$ cat config.mk
export PLATFORM = sky130hd
export DESIGN_NAME = msft_dv_ip_mmcm_rst_seq
export DESIGN_NICKNAME = d
export VERILOG_FILES = /design/src/rtl/msft_dv_ip_mmcm_rst_seq.sv
export SDC_FILE = /design/constraint.sdc
export NUM_CORES = 1
export LEC_CHECK = 0
export BUFFER_PORTS_ARGS = -buffer_cell sky130_fd_sc_hd__buf_2
export CORE_MARGIN = 3
export CORE_UTILIZATION = 35
export DETAILED_ROUTE_END_ITERATION = 10
export GPL_TIMING_DRIVEN = 1
export PLACE_DENSITY = 0.49
export SLEW_MARGIN = 20
export SYNTH_ARGS = -nofsm -noshare
export SYNTH_HDL_FRONTEND = slang
export SYNTH_SLANG_ARGS = --single-unit
$ cat constraint.sdc
create_clock -name board_clk_i -period 2.53 [get_ports board_clk_i]
set_input_delay 0.253 -clock board_clk_i [delete_from_list [all_inputs] [get_ports board_clk_i]]
set_output_delay 0.253 -clock board_clk_i [all_outputs]
set_load 0.02 [all_outputs]
$ cat src/rtl/msft_dv_ip_mmcm_rst_seq.sv
// MMCM reset sequencer: debounces the reset button, pulses the MMCM
// reset, waits for a stable lock with bounded retries, then releases
// the system reset.
//
// Ports:
//   board_clk_i   raw board clock; every flop runs on it
//   RESETn_i      async active-low power-on reset
//   btn_rst_ni    async active-low, bouncy user reset button
//   mmcm_locked_i MMCM lock, async to board_clk_i
//   mmcm_rstn_o   MMCM reset, 0 = held in reset
//   sys_rstn_o    registered active-low system reset
//   lock_fail_o   sticky: every lock attempt timed out
//   retry_cnt_o   retries used in the current startup sequence
//   state_o       FSM state, for debug
module msft_dv_ip_mmcm_rst_seq #(
  parameter int DebounceCycles    = 1000,
  parameter int MmcmRstCycles     = 16,
  parameter int LockTimeoutCycles = 100000,
  parameter int LockStableCycles  = 64,
  parameter int RelDelayCycles    = 256,
  parameter int MaxRetries        = 3,
  parameter int RetryW            =
    (MaxRetries > 0) ? $clog2(MaxRetries + 1) : 1
) (
  input  logic              board_clk_i,
  input  logic              RESETn_i,
  input  logic              btn_rst_ni,
  input  logic              mmcm_locked_i,
  output logic              mmcm_rstn_o,
  output logic              sys_rstn_o,
  output logic              lock_fail_o,
  output logic [RetryW-1:0] retry_cnt_o,
  output logic [2:0]        state_o
);

  function automatic int max2(int a, int b);
    return (a > b) ? a : b;
  endfunction

  localparam int MaxCnt =
    max2(max2(MmcmRstCycles, LockTimeoutCycles),
         max2(LockStableCycles, RelDelayCycles));
  localparam int CntW = $clog2(MaxCnt + 1);
  localparam int DbW  = $clog2(DebounceCycles + 1);

  localparam logic [CntW-1:0] RstLast =
    CntW'(MmcmRstCycles - 1);
  localparam logic [CntW-1:0] ToLast =
    CntW'(LockTimeoutCycles - 1);
  // The WAIT_LOCK sample that caused entry is the
  // first of the consecutive locked cycles.
  localparam logic [CntW-1:0] StableLast =
    CntW'((LockStableCycles > 1) ? LockStableCycles - 2 : 0);
  // REL_DELAY lasts RelDelayCycles+1 cycles.
  localparam logic [CntW-1:0] RelLast =
    CntW'(RelDelayCycles);
  localparam logic [DbW-1:0] DbLast =
    DbW'(DebounceCycles - 1);
  localparam logic [RetryW-1:0] RetryMax =
    RetryW'(MaxRetries);

  typedef enum logic [2:0] {
    RST_MMCM  = 3'd0,
    WAIT_LOCK = 3'd1,
    STABLE    = 3'd2,
    REL_DELAY = 3'd3,
    RUN       = 3'd4,
    FAIL      = 3'd5
  } state_t;

  state_t            state, state_n;
  logic [CntW-1:0]   cnt, cnt_n;
  logic [RetryW-1:0] retry, retry_n;

  logic           btn_m, btn_s;
  logic           lock_m, lock_s;
  logic           btn_db, btn_db_d;
  logic [DbW-1:0] db_cnt;
  logic           press;

  // Button synchroniser resets to "released" so that
  // leaving reset never looks like a press.
  always_ff @(posedge board_clk_i or negedge RESETn_i) begin
    if (!RESETn_i) begin
      btn_m    <= 1'b1;
      btn_s    <= 1'b1;
      lock_m   <= 1'b0;
      lock_s   <= 1'b0;
      btn_db   <= 1'b1;
      btn_db_d <= 1'b1;
      db_cnt   <= '0;
    end else begin
      btn_m    <= btn_rst_ni;
      btn_s    <= btn_m;
      lock_m   <= mmcm_locked_i;
      lock_s   <= lock_m;
      btn_db_d <= btn_db;
      if (btn_s != btn_db) begin
        if (db_cnt == DbLast) begin
          btn_db <= btn_s;
          db_cnt <= '0;
        end else begin
          db_cnt <= db_cnt + 1'b1;
        end
      end else begin
        db_cnt <= '0;
      end
    end
  end

  assign press = btn_db_d & ~btn_db;

  always_comb begin
    state_n = state;
    cnt_n   = cnt + 1'b1;
    retry_n = retry;
    if (press) begin
      state_n = RST_MMCM;
      retry_n = '0;
      cnt_n   = '0;
    end else begin
      unique case (state)
        RST_MMCM: begin
          if (!btn_db) begin
            cnt_n = '0;
          end else if (cnt == RstLast) begin
            state_n = WAIT_LOCK;
          end
        end
        WAIT_LOCK: begin
          if (lock_s) begin
            state_n = STABLE;
          end else if (cnt == ToLast) begin
            if (retry == RetryMax) begin
              state_n = FAIL;
            end else begin
              retry_n = retry + 1'b1;
              state_n = RST_MMCM;
            end
          end
        end
        STABLE: begin
          if (!lock_s) begin
            state_n = WAIT_LOCK;
          end else if (cnt == StableLast) begin
            state_n = REL_DELAY;
          end
        end
        REL_DELAY: begin
          if (!lock_s) begin
            state_n = WAIT_LOCK;
          end else if (cnt == RelLast) begin
            state_n = RUN;
          end
        end
        RUN: begin
          cnt_n = cnt;
          // Lock loss in service is not a startup retry.
          if (!lock_s) begin
            state_n = RST_MMCM;
            retry_n = '0;
          end
        end
        FAIL: begin
          cnt_n = cnt;
        end
        default: begin
          state_n = RST_MMCM;
        end
      endcase
    end
    if (state_n != state) begin
      cnt_n = '0;
    end
  end

  // Outputs are decoded from the next state so they
  // change on the same edge the FSM enters a state.
  always_ff @(posedge board_clk_i or negedge RESETn_i) begin
    if (!RESETn_i) begin
      state       <= RST_MMCM;
      cnt         <= '0;
      retry       <= '0;
      mmcm_rstn_o <= 1'b0;
      sys_rstn_o  <= 1'b0;
      lock_fail_o <= 1'b0;
    end else begin
      state       <= state_n;
      cnt         <= cnt_n;
      retry       <= retry_n;
      mmcm_rstn_o <= (state_n != RST_MMCM);
      sys_rstn_o  <= (state_n == RUN);
      lock_fail_o <= (state_n == FAIL);
    end
  end

  assign retry_cnt_o = retry;
  assign state_o     = state;

endmodule

==> out/results.tsv <==
metric	value	unit
Top FF cell, synth	dfrtp_1	
global-route wire length before repair	9.47	mm
EDFF count, synth	0	
CTS Buf Count	5	
Final HPWL DP	3.89	mm
# rows	28	
async set or reset register ratio after synthesis	100	%
top cells by area, synth	dfrtp_1 (40%), nor2_1 (7.0%), dfstp_2 (4.5%)	
Worst Path Arrival	2670	ps
Initial Util	37.5	%
io pins	12	
root buf cell	clkbuf_8	
leading area contributor after synthesis	dfrtp_1	
drt first pass iters	4	
Layout Nets	296	
Via density	5.40	
clock skew	13.6	ps
sequential element share of the synthesized area	44.6	%
1st-iter DRT viols	114	
clock power share	38.2	%
clock sink total	41	
ANT cells	0	
largest net degree at the start of global routing	26	
clk_lat worst skew	300	ps
Yosys reg bits	41	
hold depth	1	
PwrDens	415	mW/mm2
leakage	1.24	nW
P&R area growth vs syn	17.9	%
Mapped Cells	255	
CTS max path bufs	2	
f_max	397	MHz
YS warnings	0	
Synth top area share	40.1	%
ANT nets after route	0	
Sw Pwr	0.262	mW
syn nets	264	
worst slew pin tran	559	ps
Worst Setup Start Kind	flop	
Switching Fraction	23.1	%
outcome	complete, no violations	
reg2reg path depth	7	
power share of the sequential group	59.0	%
DR DRC count	0	
min Tclk post-route	2520	ps
MaxCap Viol Count	0	
placed cells	352	
mean area per synthesized cell	9.06	um2
Combinational Power Share	2.8	%
core box area	0.00617	mm2
die area	0.00761	mm2
H-tree depth	2	
vias	1962	
GRT Util Overall	15.7	%
VDD IR max	266	uV
initial antenna violation count	0	
Port Buffers	11	
Final Max Tran Viols	0	
Die X	87.3	um
post-synthesis cell area	0.00231	mm2
Critical Path RT	2680	ps
share of cells above drive strength 1	22.6	%
CP max stage delay	540	ps
final setup violation count	0	
WL final	5.35	mm
Final Non-Filler Cells	363	
WL per Instance	14.7	um
CTS tree	done	
Fin. Hold Viols	0	
GRT overflow	0	
Critical-path top delay cell	or4_4	
Cell variety after synth	53	
worst min path class	input port to flop	
critical-path cell list	or4_4 > or4_4 > or3_4 > o211ai_4 > a311o_2 > buf_4 > a311oi_2	
CP Max Fanout	3	
period utilization	99.5	%
number of global-route vias before repair	1872	
max-slew headroom at the worst pin	62.7	%
post-layout util	44.2	%
CP most frequent cell	or4_4	
Pint	0.869	mW
unrepaired setup endpoints after global routing	true	
RePlAce Congestion	0.834	
Setup CP Type	flop to flop	
Die H	87.3	um
crit end category	flop	
clock slew at reported path FFs	90	ps
[kinds of logic after synthesis]
family          share of synthesized area (%)
fa+ha+maj                                2.71
mux                                     0.974
compound gates                           14.4
flops                                    44.6
buf+inv                                  3.79
simple gates                             29.7
xor+xnor                                 3.79
[synthesized netlist by cell type (all sizes together), types with 2 or more instances]
cell and number:
o211ai 3, ha 5, nor3b 3, dfstp 4, xor2 4, inv 11
or3 2, mux2 2, dfrtp 37, clkbuf 5, a21oi 13, nand2b 2
xnor2 6, nor2 43, nor3 11, nor4 4, or4 7, nand2 22
a22oi 4, or4bb 2, and2 2, nand3 10, nor4b 2, buf 3
and3 5, nand4 4, nor2b 3, o21ai 11, o21ba 2, a31oi 6
[layer usage]
layer | routed length (um) | track usage [%] | up-vias
li1 | - | - | 978
met1 | 2870 | 24.4 | 941
met2 | 2240 | 22.7 | 39
met3 | 190 | 2.84 | 4
met4 | 51 | 3.35 | 0
met5 | 0 | 0 | -
[through the flow]
step                instance area (um2)  power [mW]  hold slack [ps]  setup TNS [ps]  setup WS, ps
floorplan                          2310       0.690            -42.6            -292         -30.4
global placement                   2560       0.712              279               0          2.31
detailed placement                 2560       0.713              289            -201         -42.2
CTS                                2690        1.16             46.3               0          3.71
global route                       2720        1.19             39.9            -395         -51.3
finish                             2720        1.13             53.9               0          13.2
[sequential cells by signal, indices dropped and copies added (netlist names), 2 cells and up]
| name | flops |
|---|---|
| retry_cnt_o | 2 |
| cnt | 17 |
| db_cnt | 10 |
| state_o | 3 |
[layout make-up]
cell class / count / area, um2
multi-input combinational: 195 / 1230
sequential: 41 / 1030
inverter: 11 / 41.3
fill: 639 / 3440
clock buffer: 5 / 68.8
timing repair buffer: 33 / 235
clock inverter: 3 / 22.5
tap: 75 / 93.8
[worst max-delay path: cells and delay by family, from the launching register on]
| family | cells | cell delay [ps] |
|---|---|---|
| buf+inv | 1 | 140 |
| compound gates | 3 | 410 |
| flops | 1 | 380 |
| simple gates | 3 | 1450 |
[final timing paths]
path	start	end	slack, ps
min in group asynchronous	RESETn_i	mmcm_rstn_o	470
hold / removal	mmcm_locked_i	lock_m	50
setup reg to reg	cnt[11]	cnt[7]	10
setup / recovery	cnt[11]	cnt[7]	10
hold reg to reg	lock_m	lock_s	350
max in group asynchronous	RESETn_i	btn_db	1340
[layout by cell type, fill, tap and decap left out, types with 4 or more instances in the layout]
cell / instances
o21ai_0: 10
a31oi_1: 6
dfstp_2: 4
nor3_1: 11
a22oi_1: 4
xnor2_1: 6
xor2_1: 4
ha_1: 5
a21oi_1: 12
nor2_1: 42
and3_1: 5
clkbuf_8: 5
nand4_1: 4
dfrtp_1: 36
or4_4: 4
inv_1: 11
buf_4: 20
buf_2: 11
nand3_1: 10
nand2_1: 22
[timing repair]
action	CTS	global route
endpoints found under the hold margin	23	0
setup endpoints to repair	12	13
hold buffers	1	0
resized for setup	1	6
pin swaps	2	2
buffers inserted	2	0
gates cloned	0	0
[power groups by stage]
stage / combinational (mW) / clock [mW] / sequential (mW)
floorplan: 0.0100 / 0 / 0.680
global placement: 0.0317 / 0 / 0.680
detailed placement: 0.0319 / 0 / 0.681
CTS: 0.0334 / 0.454 / 0.668
global route: 0.0373 / 0.482 / 0.669
finish: 0.0313 / 0.432 / 0.668
Power figures use the tool's default switching activity.
